File: src/rtl/mem_stage_sram_ctrl.sv
// Data-memory controller for the MEM stage: splits each 32-bit load/store into
// two half-word transfers on a 16-bit asynchronous SRAM and stalls the pipeline meanwhile.
module mem_stage_sram_ctrl #(
  parameter int WORD_WIDTH    = 32,
  parameter int SRAM_ADDR_W   = 18,
  parameter int SRAM_DATA_W   = 16,
  parameter int ACCESS_CYCLES = 2,
  parameter int BASE_ADDR     = 1024
) (
  input  logic                   clk,
  input  logic                   rst,
  input  logic                   mem_r_en,
  input  logic                   mem_w_en,
  input  logic [WORD_WIDTH-1:0]  addr,
  input  logic [WORD_WIDTH-1:0]  wdata,
  output logic [WORD_WIDTH-1:0]  rdata,
  output logic                   freeze,
  output logic [SRAM_ADDR_W-1:0] sram_addr,
  output logic [SRAM_DATA_W-1:0] sram_dq_out,
  input  logic [SRAM_DATA_W-1:0] sram_dq_in,
  output logic                   sram_dq_oe,
  output logic                   sram_we_n
);

  localparam int CNT_W = (ACCESS_CYCLES > 1) ? $clog2(ACCESS_CYCLES) : 1;
  localparam int IDX_W = SRAM_ADDR_W - 1;

  typedef enum logic [1:0] {IDLE, LO, HI, DONE} state_t;

  state_t                state_reg, state_next;
  logic [CNT_W-1:0]      cnt_reg, cnt_next;
  logic                  write_reg, write_next;
  logic [WORD_WIDTH-1:0] rdata_reg;

  logic                  req;
  logic                  last_cnt;
  logic [WORD_WIDTH-1:0] offset;
  logic [IDX_W-1:0]      word_idx;
  logic                  unused_addr_bits;

  assign req      = mem_r_en | mem_w_en;
  assign last_cnt = (cnt_reg == CNT_W'(ACCESS_CYCLES - 1));
  // Subtraction wraps naturally; the byte offset within a word is discarded.
  assign offset   = addr - WORD_WIDTH'(BASE_ADDR);
  assign word_idx = offset[IDX_W+1:2];
  assign unused_addr_bits = ^{offset[1:0], offset[WORD_WIDTH-1:IDX_W+2]};
  assign rdata    = rdata_reg;

  always_ff @(posedge clk) begin
    if (rst) begin
      state_reg <= IDLE;
      cnt_reg   <= '0;
      write_reg <= 1'b0;
    end else begin
      state_reg <= state_next;
      cnt_reg   <= cnt_next;
      write_reg <= write_next;
    end
  end

  // Load halves are captured on the final cycle of each transfer window.
  always_ff @(posedge clk) begin
    if (rst) begin
      rdata_reg <= '0;
    end else if (!write_reg && last_cnt) begin
      if (state_reg == LO)
        rdata_reg[SRAM_DATA_W-1:0] <= sram_dq_in;
      else if (state_reg == HI)
        rdata_reg[WORD_WIDTH-1:SRAM_DATA_W] <= sram_dq_in;
    end
  end

  always_comb begin
    state_next = state_reg;
    cnt_next   = cnt_reg;
    write_next = write_reg;
    case (state_reg)
      IDLE: begin
        if (req) begin
          state_next = LO;
          cnt_next   = '0;
          write_next = mem_w_en;
        end
      end
      LO: begin
        if (last_cnt) begin
          state_next = HI;
          cnt_next   = '0;
        end else begin
          cnt_next = cnt_reg + CNT_W'(1);
        end
      end
      HI: begin
        if (last_cnt) begin
          state_next = DONE;
          cnt_next   = '0;
        end else begin
          cnt_next = cnt_reg + CNT_W'(1);
        end
      end
      default: state_next = IDLE;
    endcase
  end

  always_comb begin
    freeze      = req && (state_reg != DONE);
    sram_addr   = '0;
    sram_dq_out = '0;
    sram_dq_oe  = 1'b0;
    sram_we_n   = 1'b1;
    case (state_reg)
      LO: begin
        sram_addr = {word_idx, 1'b0};
        if (write_reg) begin
          sram_dq_oe  = 1'b1;
          sram_we_n   = 1'b0;
          sram_dq_out = wdata[SRAM_DATA_W-1:0];
        end
      end
      HI: begin
        sram_addr = {word_idx, 1'b1};
        if (write_reg) begin
          sram_dq_oe  = 1'b1;
          sram_we_n   = 1'b0;
          sram_dq_out = wdata[WORD_WIDTH-1:SRAM_DATA_W];
        end
      end
      default: ;
    endcase
  end

endmodule
File: config.mk
export PLATFORM = sky130hd
export DESIGN_NAME = mem_stage_sram_ctrl
export DESIGN_NICKNAME = d
export VERILOG_FILES = /design/src/rtl/mem_stage_sram_ctrl.sv
export SDC_FILE = /design/constraint.sdc
export NUM_CORES = 1
export LEC_CHECK = 0
export ABC_AREA = 1
export ABC_CLOCK_PERIOD_IN_PS = 5250
export CAP_MARGIN = 20
export CELL_PAD_IN_SITES_DETAIL_PLACEMENT = 0
export CELL_PAD_IN_SITES_GLOBAL_PLACEMENT = 1
export CORE_UTILIZATION = 42
export CTS_CLUSTER_DIAMETER = 50
export DETAILED_ROUTE_END_ITERATION = 8
export DONT_BUFFER_PORTS = 1
export PLACE_DENSITY_LB_ADDON = 0.1
export SLEW_MARGIN = 10
export SYNTH_ARGS = -nofsm -noshare
export SYNTH_HDL_FRONTEND = slang
export SYNTH_SLANG_ARGS = --single-unit
File: constraint.sdc
create_clock -name clk -period 5.25 [get_ports clk]
set_clock_uncertainty 0.2 [all_clocks]
set_input_delay 1.05 -clock clk [delete_from_list [all_inputs] [get_ports clk]]
set_output_delay 1.05 -clock clk [all_outputs]
set_load 0.03 [all_outputs]
==> summary.md <==
| Metric | Value |
|---|---|
| GRT overflow | `0` |
| Crit path required time | `4000 ps` |
| Cell Chain, Critical Path | `inv_1 > ha_1 > nand2_1 > a21oi_1` |
| Total routed wirelength | `4337 um` |
| Gate count of the mapped netlist | `303` |
| Post-synthesis sequential element count | `36` |
| Post-synthesis average cell area | `6.376 um^2` |
| Worst Setup Slack, final | `1615 ps` |
| Synth Area in Compound Gates | `0.1490` |
| Maximum number of pins on one net before global-route repair | `36` |
| Number of buffers inserted during clock tree synthesis | `5` |
| Type of the setup path with the least slack | `reg -> out` |
| Post-cts sizing count | `0` |
| Die Footprint | `4875 um^2` |
| Deepest level of the CTS H-tree | `2` |
| Standard cell core area | `4384 um^2` |
| Max transition margin | `0.4620` |
| Post-Route Setup TNS | `0 ps` |
| Final Hold Viols | `0` |
| Clock slew at reported path FFs | `60 ps` |
| Total power draw | `0.9736 mW` |
| Io pins | `153` |
| First DRT Iteration DRCs | `65` |
| DPL Wire Length | `3075 um` |
| Capturing element type of the critical path | `output pin` |
| Clock tree from TritonCTS | `yes` |
| Number of max-slew violations in the final report | `0` |
| Multi-input logic area | `1023 um^2` |
| Cell type group with the largest total delay on the critical path | `compound AO/OA/AOI/OAI gates` |
| Count of synthesis-stage warnings from yosys | `0` |
| Later-pin clock latency in the skew report | `280 ps` |
| Via count of the first global-routing pass | `1,540` |
| Fill cell total of the finished layout | `475` |
| Total number of vias | `1,798` |
| Hold crit path type | `reg -> reg` |
| Post-synth net total | `393` |
| Worst path slowest cell | `sky130_fd_sc_hd__a21oi_1` |
| Max Root-Sink Buffers | `2` |
| Sequential power share | `0.380` |
| Power share of the clock group | `0.203` |
| Effective utilization at floorplan | `0.4406` |
| Die width | `69.82 um` |
| Max FFs per register | `32` |
| Final Net Count | `387` |
| Share of cells above drive strength 1 | `0.04362` |
| Dominant combinational cell family by area after synthesis | `simple AND/OR/NAND/NOR gates` |
| Setup Viol. Count Final | `0` |
| Wire length of the first global-routing pass | `6913 um` |
| Leakage power | `0.7971 nW` |
| Crit path buf inv count | `1` |
| Pwr per Cell Area | `483.0 nW/um^2` |
| Maximum operating frequency | `275.1 MHz` |
| Row count | `24` |
| Register area share after synthesis | `0.3731` |
| Switching pwr | `0.4682 mW` |
| Worst-path fanout max | `18` |
| Number of unique standard cell types used by synthesis | `20` |
| Overall track demand over capacity in global routing | `0.1728` |
| Worst-case vdd ir drop | `0.2212 mV` |
| Adder and majority cell fraction of the synthesized area | `0.03886` |
| Run status | `completed` |
| Root buffer cell | `sky130_fd_sc_hd__clkbuf_8` |
| Switching Fraction | `0.4809` |
| Simple-gate share of the synthesized area | `0.3374` |
| Final cell utilization of the core | `0.4598` |
| Final critical-path required period | `3635 ps` |
| Data arrival time of the critical path | `2390 ps` |
| Final critical-path share of the clock period | `0.6925` |
| Multiplexer area fraction after synthesis | `0` |
| Design internal power | `0.5054 mW` |
| Synthesized cell area | `1932 um^2` |
| Clock net sink count | `36` |
| Average detailed-routed wire length per instance | `12.39 um` |
| Number of buffers added to fix hold violations after cts | `0` |
| Longest individual stage delay on the worst path | `740 ps` |
| RSZ-0062 raised after global routing | `false` |
| Worst slack after detailed placement | `1860 ps` |
| Xor/xnor share of the synthesized area | `0.004534` |
| Worst slew pin tran | `805.1 ps` |
| Area taken by flip-flops and latches | `720.7 um^2` |
| Number of antenna violations at the first check in global routing | `0` |
| Max-cap violations | `0` |
| Placer Congestion | `0.7179` |
| Buffers inserted by post-CTS timing repair | `0` |
| ANT nets after route | `0` |
| Diodes inserted | `0` |
| Startpoint type of the worst setup path | `flip-flop` |
| Detailed-route vias per instance | `5.137` |
| Part of the power in combinational logic | `0.417` |
| Total DRC errors in the routed layout | `0` |
| Chip height | `69.82 um` |
| Port Buffers | `0` |
| Area growth syn-to-layout | `4.339%` |
| DRT Pass-1 Iters | `4` |
-- power groups by stage --
stage | Combinational [mW] | Clock, mW | Sequential, mW
2_1_floorplan | 0.374 | 0 | 0.370
3_3_place_gp | 0.406 | 0 | 0.376
3_5_place_dp | 0.409 | 0 | 0.377
4_1_cts | 0.411 | 0.205 | 0.370
5_1_grt | 0.456 | 0.215 | 0.374
6_report | 0.406 | 0.198 | 0.370
-- cells in the final DEF, fill, tap and decap left out --
cell type                  count
sky130_fd_sc_hd__nand2_1      74
sky130_fd_sc_hd__buf_4         2
sky130_fd_sc_hd__inv_2         1
sky130_fd_sc_hd__o21ai_0      18
sky130_fd_sc_hd__inv_1        26
sky130_fd_sc_hd__nor2_1       61
sky130_fd_sc_hd__or2_2         1
sky130_fd_sc_hd__nor2_2        1
sky130_fd_sc_hd__clkbuf_1      2
sky130_fd_sc_hd__o21a_1        1
sky130_fd_sc_hd__a21oi_1      38
sky130_fd_sc_hd__nand2_4       1
sky130_fd_sc_hd__clkbuf_8      6
sky130_fd_sc_hd__ha_1          6
sky130_fd_sc_hd__nor2_4        1
sky130_fd_sc_hd__xor2_1        1
sky130_fd_sc_hd__nand3_1      22
sky130_fd_sc_hd__dfxtp_1      36
-- layout make-up --
class,instances,area share
sequential,36,0.3575
clock buffer,8,0.04469
tap,52,0.03228
timing repair buffer,2,0.007449
inverter,27,0.05028
multi-input combinational,225,0.5078
-- layer usage --
| metal | up-vias | track usage | routed length (um) |
|---|---|---|---|
| li1 | 941 | - | - |
| met1 | 763 | 0.1971 | 1908 |
| met2 | 89 | 0.3034 | 2025 |
| met3 | 5 | 0.05233 | 355 |
| met4 | 0 | 0.06000 | 48 |
| met5 | - | 0 | 0 |
-- cell families after synthesis --
logic type,after synthesis
buf+inv,42
fa+ha+maj,6
xor+xnor,1
compound gates,57
flops,36
simple gates,161
-- worst register-to-register path: stages, from the launching register on --
cell                      delay, ps
sky130_fd_sc_hd__dfxtp_1        350
sky130_fd_sc_hd__inv_1          100
sky130_fd_sc_hd__ha_1           180
sky130_fd_sc_hd__buf_4          290
sky130_fd_sc_hd__inv_1           90
sky130_fd_sc_hd__nor2_2         130
sky130_fd_sc_hd__nand2_4        140
sky130_fd_sc_hd__inv_2          270
sky130_fd_sc_hd__nor2_1          80
sky130_fd_sc_hd__nor2_1         100
-- final timing paths --
check	slack, ps	endpoint	cells after the start	startpoint
max	1610	sram_dq_out[4]	4	state_reg[0]
min	310	write_reg	2	write_reg
max reg2reg	3260	rdata[16]	9	state_reg[0]
min reg2reg	310	write_reg	2	write_reg
-- Yosys cell counts (all sizes together) --
cell type | instances | area [um^2]
inv | 27 | 101.3
nand3 | 22 | 110.1
or2 | 1 | 6.260
o21ai | 18 | 90.09
o21a | 1 | 7.510
buf | 11 | 71.31
ha | 6 | 75.07
nor2 | 63 | 246.5
xor2 | 1 | 8.760
dfxtp | 36 | 720.7
clkbuf | 4 | 15.01
nand2 | 75 | 289.0
a21oi | 38 | 190.2
-- stage by stage --
stage	cells	area (um^2)	hold slack, ps
after global placement	342	1926	294.7
after detailed placement	342	1926	300.8
after global routing	350	2016	329.2
final	350	2016	312.1
after floorplan	303	1932	285.6
after CTS	350	2016	311.9
Note: power is estimated with default switching activity, not from simulation.
